===== config.mk =====
export PLATFORM = sky130hd
export DESIGN_NAME = move_scheduler_flat
export DESIGN_NICKNAME = d
export VERILOG_FILES = /design/src/rtl/move_scheduler_pkg.sv /design/src/rtl/move_scheduler_if.sv /design/src/rtl/move_scheduler_dir_filter.sv /design/src/rtl/move_scheduler.sv /design/src/flat_wrapper.sv
export SDC_FILE = /design/constraint.sdc
export NUM_CORES = 1
export LEC_CHECK = 0
export BUFFER_PORTS_ARGS = -buffer_cell sky130_fd_sc_hd__buf_2
export CORE_MARGIN = 4
export CORE_UTILIZATION = 40
export DETAILED_ROUTE_END_ITERATION = 8
export GPL_TIMING_DRIVEN = 0
export PLACE_DENSITY = 0.66
export SETUP_SLACK_MARGIN = 0.02
export SYNTH_ARGS = -nofsm -noshare
export SYNTH_HDL_FRONTEND = slang
export SYNTH_SLANG_ARGS = --single-unit

===== constraint.sdc =====
create_clock -name clk -period 3.83 [get_ports clk]
set_input_delay 0.1915 -clock clk [delete_from_list [all_inputs] [get_ports clk]]
set_output_delay 0.1915 -clock clk [all_outputs]
set_load 0.05 [all_outputs]

===== src/rtl/move_scheduler_pkg.sv =====
// Shared codes for the snake game: FSM states, directions,
// and the speed-to-period mapping used by the move scheduler.
package move_scheduler_pkg;

   typedef enum logic [1:0] {
      GS_RUNNING = 2'b00,
      GS_DIE     = 2'b01,
      GS_INITIAL = 2'b10
   } game_state_t;

   typedef enum logic [1:0] {
      DIR_UP    = 2'b00,
      DIR_DOWN  = 2'b01,
      DIR_LEFT  = 2'b10,
      DIR_RIGHT = 2'b11
   } dir_t;

   function automatic dir_t opposite(dir_t d);
      return dir_t'({d[1], ~d[0]});
   endfunction

   // max(base - lvl*step, min_p) without unsigned wrap-around
   function automatic logic [31:0] period_for(
      logic [31:0] base,
      logic [31:0] step,
      logic [31:0] min_p,
      logic [2:0]  lvl
   );
      logic [31:0] dec;
      dec = step * {29'd0, lvl};
      if (dec >= base) return min_p;
      if (base - dec < min_p) return min_p;
      return base - dec;
   endfunction

endpackage


===== src/rtl/move_scheduler_if.sv =====
// Button/game-state inputs and move outputs of the move scheduler.
interface move_scheduler_if;
   import move_scheduler_pkg::*;

   logic       up;
   logic       down;
   logic       left;
   logic       right;
   logic [1:0] game_state;
   logic       ate_food;
   logic       move_tick;
   dir_t       dir;
   logic       grow;
   logic [2:0] level;

   modport master (
      output up, down, left, right, game_state, ate_food,
      input  move_tick, dir, grow, level
   );

   modport slave (
      input  up, down, left, right, game_state, ate_food,
      output move_tick, dir, grow, level
   );

endinterface


===== src/rtl/move_scheduler_dir_filter.sv =====
// Button priority decode and pending direction register; rejects
// requests that would reverse or repeat the committed direction.
module dir_filter
   import move_scheduler_pkg::*;
(
   input  logic clk,
   input  logic rst,
   input  logic en,
   input  logic init,
   input  logic up,
   input  logic down,
   input  logic left,
   input  logic right,
   input  dir_t ref_dir,
   output dir_t pending_dir
);

   dir_t req;
   logic valid;
   logic accept;

   always_comb begin
      req   = DIR_RIGHT;
      valid = 1'b1;
      priority case (1'b1)
         up:      req = DIR_UP;
         down:    req = DIR_DOWN;
         left:    req = DIR_LEFT;
         right:   req = DIR_RIGHT;
         default: valid = 1'b0;
      endcase
   end

   assign accept = en && valid &&
                   (req != ref_dir) &&
                   (req != opposite(ref_dir));

   always_ff @(posedge clk) begin
      if (rst)
         pending_dir <= DIR_RIGHT;
      else if (accept)
         pending_dir <= req;
      else if (init)
         pending_dir <= DIR_RIGHT;
   end

endmodule


===== src/rtl/move_scheduler.sv =====
// Move timing for the snake: period counter, speed level from
// food count, grow flag and committed direction.
module move_scheduler
   import move_scheduler_pkg::*;
#(
   parameter int unsigned BASE_PERIOD     = 25_000_000,
   parameter int unsigned STEP_DEC        = 2_000_000,
   parameter int unsigned MIN_PERIOD      = 5_000_000,
   parameter int unsigned FOODS_PER_LEVEL = 4,
   parameter int unsigned MAX_LEVEL       = 7
)(
   input logic             clk,
   input logic             rst,
   move_scheduler_if.slave bus
);

   localparam logic [31:0] BASE      = 32'(BASE_PERIOD);
   localparam logic [31:0] STEP      = 32'(STEP_DEC);
   localparam logic [31:0] FLOOR     = 32'(MIN_PERIOD);
   localparam logic [7:0]  LAST_FOOD = 8'(FOODS_PER_LEVEL - 1);
   localparam logic [2:0]  MAX_LVL   = 3'(MAX_LEVEL);

   logic        running;
   logic        init;
   logic        tick;
   logic        eat;
   logic [31:0] counter;
   logic [31:0] cur_period;
   dir_t        dir_q;
   dir_t        pending_dir;
   dir_t        ref_dir;
   logic [2:0]  level_q;
   logic [7:0]  food_cnt;
   logic        grow_pending;

   assign running = (bus.game_state == GS_RUNNING);
   assign init    = (bus.game_state == GS_INITIAL);
   assign tick    = running && (counter == cur_period - 32'd1);
   assign eat     = running && bus.ate_food;

   // on a tick the pending value is what becomes committed at this edge
   assign ref_dir = init ? DIR_RIGHT : (tick ? pending_dir : dir_q);

   dir_filter u_dir_filter (
      .clk         (clk),
      .rst         (rst),
      .en          (running | init),
      .init        (init),
      .up          (bus.up),
      .down        (bus.down),
      .left        (bus.left),
      .right       (bus.right),
      .ref_dir     (ref_dir),
      .pending_dir (pending_dir)
   );

   always_ff @(posedge clk) begin
      if (rst) begin
         counter      <= '0;
         cur_period   <= BASE;
         dir_q        <= DIR_RIGHT;
         level_q      <= '0;
         food_cnt     <= '0;
         grow_pending <= 1'b0;
      end else begin
         if (counter == '0)
            cur_period <= period_for(BASE, STEP, FLOOR, level_q);
         if (init) begin
            counter      <= '0;
            dir_q        <= DIR_RIGHT;
            level_q      <= '0;
            food_cnt     <= '0;
            grow_pending <= 1'b0;
         end else if (running) begin
            counter <= tick ? '0 : counter + 32'd1;
            if (tick)
               dir_q <= pending_dir;
            if (tick)
               grow_pending <= 1'b0;
            else if (eat)
               grow_pending <= 1'b1;
            if (eat) begin
               if (food_cnt == LAST_FOOD) begin
                  food_cnt <= '0;
                  if (level_q < MAX_LVL)
                     level_q <= level_q + 3'd1;
               end else begin
                  food_cnt <= food_cnt + 8'd1;
               end
            end
         end
      end
   end

   assign bus.move_tick = tick;
   assign bus.dir       = dir_q;
   assign bus.grow      = tick && (grow_pending || bus.ate_food);
   assign bus.level     = level_q;

endmodule


===== src/flat_wrapper.sv =====
// flat-port wrapper written by rule: the top's interface ports become plain ports
module move_scheduler_flat import move_scheduler_pkg::*;
#(
   parameter int unsigned BASE_PERIOD     = 25_000_000,
   parameter int unsigned STEP_DEC        = 2_000_000,
   parameter int unsigned MIN_PERIOD      = 5_000_000,
   parameter int unsigned FOODS_PER_LEVEL = 4,
   parameter int unsigned MAX_LEVEL       = 7
)
  (clk, rst, bus_up, bus_down, bus_left, bus_right, bus_game_state, bus_ate_food, bus_move_tick, bus_dir, bus_grow, bus_level);
  move_scheduler_if bus_i ();
  input logic clk;
  input logic rst;
  input wire logic [$bits(bus_i.up)-1:0] bus_up;
  input wire logic [$bits(bus_i.down)-1:0] bus_down;
  input wire logic [$bits(bus_i.left)-1:0] bus_left;
  input wire logic [$bits(bus_i.right)-1:0] bus_right;
  input wire logic [$bits(bus_i.game_state)-1:0] bus_game_state;
  input wire logic [$bits(bus_i.ate_food)-1:0] bus_ate_food;
  output wire logic [$bits(bus_i.move_tick)-1:0] bus_move_tick;
  output wire logic [$bits(bus_i.dir)-1:0] bus_dir;
  output wire logic [$bits(bus_i.grow)-1:0] bus_grow;
  output wire logic [$bits(bus_i.level)-1:0] bus_level;
  assign bus_i.up = bus_up;
  assign bus_i.down = bus_down;
  assign bus_i.left = bus_left;
  assign bus_i.right = bus_right;
  assign bus_i.game_state = bus_game_state;
  assign bus_i.ate_food = bus_ate_food;
  assign bus_move_tick = bus_i.move_tick;
  assign bus_dir = bus_i.dir;
  assign bus_grow = bus_i.grow;
  assign bus_level = bus_i.level;
  move_scheduler #(.BASE_PERIOD(BASE_PERIOD), .STEP_DEC(STEP_DEC), .MIN_PERIOD(MIN_PERIOD), .FOODS_PER_LEVEL(FOODS_PER_LEVEL), .MAX_LEVEL(MAX_LEVEL)) u_core (.clk(clk), .rst(rst), .bus(bus_i));
endmodule

==> results of run 1 <==
[worst max-delay path, delay by kind of cell (launching register included)]
family	cells	cell delay, ps
and+or+nand+nor	3	660
adders and majority gates	3	1130
buffers and inverters	2	270
AOI/OAI and AO/OA	2	490
xor gates and xnor gates	1	310
DFF	1	480
[layout make-up]
type | instances | share of cell area
multi-input combinational | 370 | 0.561
sequential | 64 | 0.295
tap | 129 | 0.0371
clock buffer | 11 | 0.0348
clock inverter | 5 | 0.0236
buffer | 14 | 0.0178
timing repair buffer | 15 | 0.0172
inverter | 16 | 0.0138
[layer usage]
metal / track usage / vias to the layer above
met5: 0 / -
li1: - / 1686
met4: 0.0537 / 0
met2: 0.278 / 66
met3: 0.0413 / 16
met1: 0.211 / 1537
[kinds of logic after synthesis]
logic type                 synth area share
buffers and inverters                0.0357
DFF                                   0.332
xor gates and xnor gates              0.151
adders and majority gates            0.0739
muxes                                0.0133
and+or+nand+nor                       0.285
AOI/OAI and AO/OA                     0.110
[synth_stat cells, types with 5 or more instances]
cell / number
a21o_1: 6
nor2_1: 67
nor4_1: 12
a21oi_1: 20
a211oi_1: 5
dfxtp_1: 64
nand2b_1: 6
o21ai_0: 14
or3_1: 7
nor3_1: 21
clkbuf_1: 9
nand4_1: 24
inv_1: 16
xor2_1: 26
nand3_1: 19
xnor2_1: 38
nand2_1: 28
ha_1: 18
and3_1: 7
[flip-flops by register name (all words and copies together) (netlist names)]
| register | cells |
|---|---|
| u_core.counter | 32 |
| u_core.cur_period | 16 |
| u_core.bus.level | 3 |
| u_core.u_dir_filter.pending_dir | 2 |
| u_core.bus.dir | 2 |
| u_core.grow_pending | 1 |
| u_core.food_cnt | 8 |
[where the power goes]
group / total [mW] / switching, mW / internal, mW
combinational: 0.0656 / 0.0428 / 0.0228
clock: 0.729 / 0.262 / 0.467
sequential: 0.678 / 0.00609 / 0.672
[how the worst min path moves through the flow]
stage	startpoint	endpoint	slack, ps
after floorplan	rst	u_core.bus.dir[0]	310
after global placement	u_core.grow_pending	u_core.grow_pending	450
after detailed placement	u_core.bus.dir[0]	u_core.bus.dir[0]	460
after CTS	rst	u_core.bus.dir[0]	160
after global routing	rst	u_core.bus.dir[0]	190
final	rst	u_core.bus.dir[0]	180
[per-stage QoR]
stage          utilization  std cells  setup slack [ps]
2_1_floorplan            -        464               312
3_3_place_gp         0.439        608               226
3_5_place_dp         0.439        608               209
4_1_cts              0.466        624               156
5_1_grt              0.467        624              79.2
6_report             0.467        624               365
==> metrics.md, run 1 <==
| Metric | Value |
|---|---|
| Run status | finished clean |
| DR iter-0 viols | 172 |
| Vias per cell | 5.30 |
| Crit-path cells | inv_1, ha_1, ha_1, inv_1, fa_1, nand2b_1, nor3_1, xnor3_1, a311o_1, nand3_1, a31oi_1 |
| Final cycle utilization of the critical path | 0.905 |
| Final #Nets | 520 |
| Count of state elements after synthesis | 64 |
| Top sig layer | met4 |
| WL per Instance | 14.5 um |
| Vias | 3305 |
| Total power | 1.47 mW |
| DRT antenna net count | 0 |
| Asr flop ratio synth | 0 |
| Kind of critical path | register to register |
| Register area share after synthesis | 0.332 |
| Clock skew | 7.35 ps |
| Initial antenna violation count | 0 |
| Io pins | 16 |
| R2R cell count | 11 |
| Top cell type by total area after synthesis | dfxtp_1 |
| DP Area | 0.00410 sq mm |
| DRC viols | 0 |
| Synth Area per Inst | 8.32 sq um |
| Largest fanout on the critical path | 11 |
| Met1 wire length | 4260 um |
| Hold depth | 3 |
| HP Class | input pin to register |
| Die Ht | 106 um |
| Yosys Warn Count | 0 |
| R2R Path End | u_core.cur_period[16] |
| Pre-Repair DR Iteration Count | 4 |
| Fill cells | 926 |
| Root Driver | clkbuf_8 |
| Post-synth EDFFs | 0 |
| Synth Instances | 464 |
| Die ar. | 0.0113 sq mm |
| Hold Fails Final Rpt | 0 |
| Routed met2 length | 4310 um |
| Commonest non-fill, non-tap cell in the layout | nor2_1 |
| Ys flop type | dfxtp_1 |
| Max-cap check violation count | 0 |
| Final GP Congestion | 0.825 |
| Worst Setup EP | u_core.cur_period[16] |
| Clk slew on worst S/H paths | 70 ps |
| FF/Latch Area | 0.00128 sq mm |
| Share of the synthesized area in the top cell type | 0.332 |
| Worst reg2reg path startpoint | u_core.bus.level[0] |
| Diode count | 0 |
| Final setup fails | 0 |
| WL final | 9030 um |
| Design Area, Final | 0.00435 sq mm |
| H-tree Lvls | 3 |
| Area Growth Syn to Fin | 12.8% |
| Die W | 106 um |
| Crit path max-delay cell type | dfxtp_2 |
| Post-CTS setup repair buffer count | 0 |
| Critical Path RT | 4040 ps |
| Power density cells | 338 mW/mm^2 |
| CTS tree | yes |
| Slack of the worst reg-to-reg path | 370 ps |
| Synth Cell Area | 0.00386 sq mm |
| Final TNS setup | 0 ps |
| Number of global-route vias before repair | 3265 |
| RSZ-0062 raised after global routing | no |
| Post_cts resized | 0 |
| Pleak | 1.56 nW |
| First-pass GRT wire length | 15300 um |
| Met3 WL | 310 um |
| Worst setup SP type | register |
| Worst-Margin Slew | 979 ps |
| Worst path max stage delay | 480 ps |
| Synth cell types | 53 |
| Worst skew pair latency | 340 ps |
| Initial Utilization | 0.414 |
| Site Rows | 35 |
| Core footprint | 0.00933 sq mm |
| Clock sink count | 64 |
| Post-detail-place hpwl | 6840 um |
| Hold-fix buffer count after cts | 0 |
| Slew HR | 0.341 |
| Post-Syn Nets | 494 |
| Final Critical Period | 3460 ps |
| Pin count of the biggest net entering global routing | 14 |
| Global route overflow | 0 |
| Dominant cells by area after synthesis | dfxtp_1 33%, xnor2_1 8.6%, nor2_1 6.5% |
| Fraction of layout cells with a size suffix above 1 | 0.0929 |
| Tot GR Track Use | 0.167 |
| Clock Tree Buf Depth | 2 |
| Multi-input gate area | 0.00244 sq mm |
| Crit path launch | u_core.bus.level[0] |
| IO Port Bufs | 15 |
| Crit path DAT | 3680 ps |
| Fmax | 289 MHz |
| Hold slack | 176 ps |
| Number of buffers created by CTS | 9 |
| Critical Path Sink Type | register |
| Slew Limit Fails | 0 |
| Most frequent cells in the layout | 67 x nor2_1, 62 x dfxtp_1, 38 x xnor2_1 |
| Maximum vdd drop | 0.000181 V |
No activity file was read; power rests on OpenSTA's default activity.
==> run 2: changes to the inputs <==
--- a/config.mk
+++ b/config.mk
@@ -5,12 +5,13 @@
 export SDC_FILE = /design/constraint.sdc
 export NUM_CORES = 1
 export LEC_CHECK = 0
+export ABC_AREA = 1
 export BUFFER_PORTS_ARGS = -buffer_cell sky130_fd_sc_hd__buf_2
 export CORE_MARGIN = 4
 export CORE_UTILIZATION = 40
 export DETAILED_ROUTE_END_ITERATION = 8
 export GPL_TIMING_DRIVEN = 0
-export PLACE_DENSITY = 0.66
+export PLACE_DENSITY = 0.67
 export SETUP_SLACK_MARGIN = 0.02
 export SYNTH_ARGS = -nofsm -noshare
 export SYNTH_HDL_FRONTEND = slang
==> metrics.md, run 2 <==
| Metric | Value |
|---|---|
| Largest fanout on the critical path | 14 |
| Worst skew pair latency | 340 ps |
| Global route overflow | 0 |
| Die W | 111 um |
| RSZ-0062 raised after global routing | no |
| Final GP Congestion | 0.981 |
| Pin count of the biggest net entering global routing | 15 |
| Top reg by flops | u_core.counter |
| Diode count | 0 |
| Pleak | 2.11 nW |
| Commonest non-fill, non-tap cell in the layout | nand2_1 |
| DRC viols | 0 |
| Dominant cells by area after synthesis | dfxtp_1 30%, nand2_1 15%, inv_1 8.4% |
| Post-synth top cells | 174 x nand2_1, 95 x inv_1, 76 x nor2_1 |
| Ys flop type | dfxtp_1 |
| WL per Instance | 13.0 um |
| Initial antenna violation count | 0 |
| Count of state elements after synthesis | 64 |
| Final TNS setup | 0 ps |
| Synth Cell Area | 0.00423 sq mm |
| Post-CTS setup repair buffer count | 0 |
| Post-Syn Nets | 679 |
| Int Pwr | 0.948 mW |
| Register area share after synthesis | 0.303 |
| Clock skew | 6.45 ps |
| Hold Fails Final Rpt | 0 |
| Synth Instances | 649 |
| Clk pwr share | 0.406 |
| Top cell type by total area after synthesis | dfxtp_1 |
| Hold-fix buffer count after cts | 0 |
| Die Ht | 111 um |
| CTS tree | yes |
| WL final | 10600 um |
| DRT antenna net count | 0 |
| Final #Nets | 704 |
| Most frequent cells in the layout | 174 x nand2_1, 95 x inv_1, 76 x nor2_1 |
| Yosys Warn Count | 0 |
| Clk slew on worst S/H paths | 70 ps |
| Fraction of layout cells with a size suffix above 1 | 0.100 |
| Die ar. | 0.0123 sq mm |
| Synth Area per Inst | 6.52 sq um |
| Crit path launch | u_core.bus.level[0] |
| Slew Limit Fails | 0 |
| Clock sink count | 64 |
| Share of the synthesized area in the top cell type | 0.303 |
| Combinational Power Share | 0.062 |
| Io pins | 16 |
| Area Growth Syn to Fin | 9.79% |
| Largest registers | u_core.counter: 32 flops, u_core.cur_period: 16 flops, u_core.food_cnt: 8 flops |
| Critical Path Sink Type | register |
| Initial Utilization | 0.410 |
| Maximum vdd drop | 0.000183 V |
| Fill cells | 1108 |
| Power density cells | 276 mW/mm^2 |
| HP Class | input pin to register |
| R2R cell count | 21 |
| Post-detail-place hpwl | 8510 um |
| Post_cts resized | 0 |
| Max FFs per register | 32 |
| Crit path DAT | 3530 ps |
| DR iter-0 viols | 235 |
| Run status | finished clean |
| DP Area | 0.00447 sq mm |
| Vias per cell | 4.94 |
| Critical Path RT | 4050 ps |
| Hold_sp | bus_game_state[1] |
| Slack of the worst reg-to-reg path | 520 ps |
| Core footprint | 0.0103 sq mm |
| Asr flop ratio synth | 0 |
| Sequential Power Share | 0.532 |
| Final Critical Period | 3310 ps |
| Post-synth EDFFs | 0 |
| H-tree Lvls | 3 |
| Site Rows | 37 |
| Most instantiated library cell after synthesis | nand2_1 |
| Final setup fails | 0 |
| Clock Tree Buf Depth | 2 |
| Slew HR | 0.579 |
| Worst setup SP type | register |
| Synth cell types | 37 |
| R2R Path End | u_core.cur_period[18] |
| Pre-Repair DR Iteration Count | 4 |
| Design Area, Final | 0.00464 sq mm |
| Number of global-route vias before repair | 3942 |
| IO Port Bufs | 14 |
| Final cycle utilization of the critical path | 0.866 |
| Worst-Margin Slew | 631 ps |
| Fmax | 302 MHz |
| Number of buffers created by CTS | 9 |
| Vias | 4028 |
| Tot GR Track Use | 0.177 |
| First-pass GRT wire length | 18300 um |
| Root Driver | clkbuf_8 |
| Max-cap check violation count | 0 |
| Kind of critical path | register to register |
| Net Sw Frac | 0.259 |
| Worst Setup EP | u_core.cur_period[18] |
| P_sw | 0.332 mW |
| Worst reg2reg path startpoint | u_core.bus.level[0] |
## run 2: cell count changes in the layout (fill, tap and decap cells not counted), moves of 8 or more
cell     previous run  this run
xor2_1             26        16
nor2_1             67        76
nand2_1            28       174
nand3_1            19        28
xnor2_1            38         4
a21oi_1            20        28
o21ai_0            14        27
inv_1              16        95
## run 2: final cells by class
class                           instances  area [sq um]  share of cell area
Sequential cell                        64          1280               0.276
Inverter                              101           379              0.0816
Clock buffer                           11           141              0.0304
Multi-Input combinational cell        473          2520               0.543
Tap cell                              136           170              0.0366
Buffer                                 11          50.0              0.0108
Timing Repair Buffer                   14          70.1              0.0151
Clock inverter                          5          32.5             0.00700
## run 2: layer usage
metal,global-route usage,wire [um]
met1,0.229,4880
met2,0.299,5090
met3,0.0317,436
met4,0.0575,205
met5,0,0
## run 2: power by group through the flow
stage | sequential, mW | combinational (mW) | clock [mW]
after detailed placement | 0.696 | 0.0790 | 0
final | 0.681 | 0.0794 | 0.520
after global routing | 0.682 | 0.0912 | 0.566
after CTS | 0.681 | 0.0796 | 0.538
after global placement | 0.696 | 0.0779 | 0
after floorplan | 0.694 | 0.0546 | 0
## run 2: through the flow
step	setup WS, ps	total power [mW]	hold slack (ps)	std cells	utilization
6_report	515	1.28	199	815	0.450
5_1_grt	95.9	1.34	224	815	0.450
4_1_cts	488	1.30	190	815	0.450
3_5_place_dp	516	0.775	470	799	0.433
3_3_place_gp	576	0.774	454	799	0.433
2_1_floorplan	491	0.748	380	649	-
## run 2: worst min path at each step
stage | to | slack, ps | cells past startpoint
after floorplan | u_core.counter[29] | 380 | 3
after global placement | u_core.bus.dir[0] | 450 | 2
after detailed placement | u_core.grow_pending | 470 | 2
after CTS | u_core.counter[29] | 190 | 4
after global routing | u_core.counter[0] | 220 | 4
final | u_core.counter[29] | 200 | 4
## run 2: cell families after synthesis
group / count (synthesis) / share of synthesized area
compound gates: 76 / 0.101
xor+xnor: 20 / 0.0414
fa+ha+maj: 21 / 0.0674
buf+inv: 112 / 0.101
flops: 64 / 0.303
simple gates: 356 / 0.386
## run 2: critical path, cell delays in order (launching register included)
cell     delay [ps]
dfxtp_1         650
inv_2           160
ha_1            390
ha_1            240
inv_1            70
fa_1            420
inv_1            90
nand2_1          80
inv_1            80
nand2_1          50
nor2_1          130
inv_1            50
nand2_1          80
nand2_1          60
nand3_1          80
nand2_1          80
nand3_2         160
nand2_2          80
inv_1            80
nand2_1          60
nand2_1          60
nand2_1          50
==> run 3: changes to the inputs <==
--- a/config.mk
+++ b/config.mk
@@ -6,7 +6,8 @@
 export NUM_CORES = 1
 export LEC_CHECK = 0
 export ABC_AREA = 1
-export BUFFER_PORTS_ARGS = -buffer_cell sky130_fd_sc_hd__buf_2
+export BUFFER_PORTS_ARGS = -buffer_cell sky130_fd_sc_hd__buf_4
+export CORE_ASPECT_RATIO = 0.6
 export CORE_MARGIN = 4
 export CORE_UTILIZATION = 40
 export DETAILED_ROUTE_END_ITERATION = 8
==> metrics.md, run 3 (synthesis results as in run 2) <==
| Metric | Value |
|---|---|
| Vias | 4255 |
| Global route overflow | 0 |
| Worst-Margin Slew | 610 ps |
| H-tree Lvls | 3 |
| Largest registers | u_core.counter: 32 flops, u_core.cur_period: 16 flops, u_core.food_cnt: 8 flops |
| Vias per cell | 5.23 |
| Site Rows | 28 |
| Crit path DAT | 3590 ps |
| Crit path max-delay cell type | dfxtp_2 |
| Final GP Congestion | 0.928 |
| Area Growth Syn to Fin | 14.1% |
| WP buf/inv | 4 |
| First-pass GRT wire length | 19500 um |
| Max-cap check violation count | 0 |
| Fmax | 297 MHz |
| Post-place setup slack | 309 ps |
| Pin count of the biggest net entering global routing | 15 |
| Tot GR Track Use | 0.200 |
| Die ar. | 0.0123 sq mm |
| Pre-Repair DR Iteration Count | 5 |
| Initial Utilization | 0.419 |
| Max FFs per register | 32 |
| Slew Limit Fails | 0 |
| Clock skew | 6.87 ps |
| Critical Path Sink Type | register |
| Slew HR | 0.590 |
| Final Critical Period | 3370 ps |
| Root Driver | clkbuf_16 |
| Most frequent cells in the layout | 174 x nand2_1, 95 x inv_1, 76 x nor2_1 |
| Crit-path cells | inv_1, ha_1, ha_1, inv_1, fa_1, inv_1, nand3_1, nand2_1, xor2_1, inv_1, o21ai_1, nand3_2, nand2_1, nand2_1, o21ai_0, nand2_1 |
| Fin worst setup slack | 458 ps |
| CTS tree | yes |
| Final TNS setup | 0 ps |
| Hold-fix buffer count after cts | 0 |
| Maximum vdd drop | 0.000227 V |
| Power density cells | 343 mW/mm^2 |
| Commonest non-fill, non-tap cell in the layout | nand2_1 |
| Hold slack | 205 ps |
| Diode count | 0 |
| Number of global-route vias before repair | 3832 |
| Final cycle utilization of the critical path | 0.880 |
| Number of buffers created by CTS | 9 |
| Hold Fails Final Rpt | 0 |
| Multi-input gate area | 0.00252 sq mm |
| DP Area | 0.00450 sq mm |
| Design Area, Final | 0.00483 sq mm |
| Kind of critical path | register to register |
| DRT antenna net count | 0 |
| Initial antenna violation count | 0 |
| Die Ht | 87.7 um |
| WL per Instance | 14.6 um |
| HP Class | input pin to register |
| DR iter-0 viols | 387 |
| Worst path max stage delay | 450 ps |
| Pleak | 2.19 nW |
| RSZ-0062 raised after global routing | no |
| Largest fanout on the critical path | 10 |
| Post-detail-place hpwl | 9460 um |
| Clock Tree Buf Depth | 2 |
| Io pins | 16 |
| Top reg by flops | u_core.counter |
| FF/Latch Area | 0.00128 sq mm |
| Final setup fails | 0 |
| Worst setup SP type | register |
| Fraction of layout cells with a size suffix above 1 | 0.105 |
| Core footprint | 0.0101 sq mm |
| Clock sink count | 64 |
| WL final | 11900 um |
| Die W | 141 um |
| Fill cells | 1041 |
| Largest delay share family, worst path | adder cells |
| IO Port Bufs | 14 |
| DRC viols | 0 |
| Worst skew pair latency | 340 ps |
| Clk slew on worst S/H paths | 60 ps |
| Final #Nets | 704 |
| Run status | finished clean |
| Critical Path RT | 4040 ps |
| Layout Utilization | 0.479 |
## run 3: changes by cell type in the layout (fill, tap and decap cells not counted), sizes merged
cell | before | now
clkbuf | 15 | 13
bufinv | 0 | 2
## run 3: through the flow
| step | total power [mW] | instances |
|---|---|---|
| 3_3_place_gp | 0.776 | 798 |
| 2_1_floorplan | 0.748 | 649 |
| 4_1_cts | 1.67 | 814 |
| 5_1_grt | 1.72 | 814 |
| 6_report | 1.66 | 814 |
| 3_5_place_dp | 0.778 | 798 |
## run 3: path summary, 6_finish.rpt
kind,from,end,slack (ps),cells after the start
worst max-delay path,u_core.bus.level[1],u_core.cur_period[16],460,16
worst min-delay path,bus_game_state[1],u_core.counter[29],210,4
worst max register to register,u_core.bus.level[1],u_core.cur_period[16],460,16
worst min register to register,u_core.grow_pending,u_core.grow_pending,470,2
## run 3: cell type report
class | count | share of cell area
timing repair buffer | 14 | 0.0218
sequential | 64 | 0.266
buffer | 11 | 0.0104
inverter | 101 | 0.0785
clock buffer | 9 | 0.0466
clock inverter | 7 | 0.0200
tap | 135 | 0.0350
multi-input combinational | 473 | 0.522
## run 3: timing repair
item	in CTS	in global routing
hold endpoints to repair	0	0
resized for setup	0	2
setup buffers	0	0
setup endpoints to repair	0	4
## run 3: metal layers
metal	global-route usage	share of wire	vias to the layer above
met5	0	0	-
met4	0.0519	0.0081	0
met3	0.0595	0.090	8
met2	0.257	0.37	155
met1	0.315	0.53	1958
li1	-	-	2134
## run 3: where the power goes
group / switching (mW) / internal, mW / total (mW)
clock network: 0.323 / 0.569 / 0.892
logic: 0.0589 / 0.0258 / 0.0847
registers: 0.00660 / 0.675 / 0.681
total: 0.389 / 1.27 / 1.66
## run 3: worst reg2reg max path, stage by stage (launching register included)
cell and delay [ps]:
dfxtp_2 450, inv_1 230, ha_1 440, ha_1 200, inv_1 50, fa_1 410, inv_1 80, nand3_1 70
nand2_1 120, xor2_1 280, inv_1 100, o21ai_1 260, nand3_2 230, nand2_1 110, nand2_1 70, o21ai_0 90
nand2_1 70
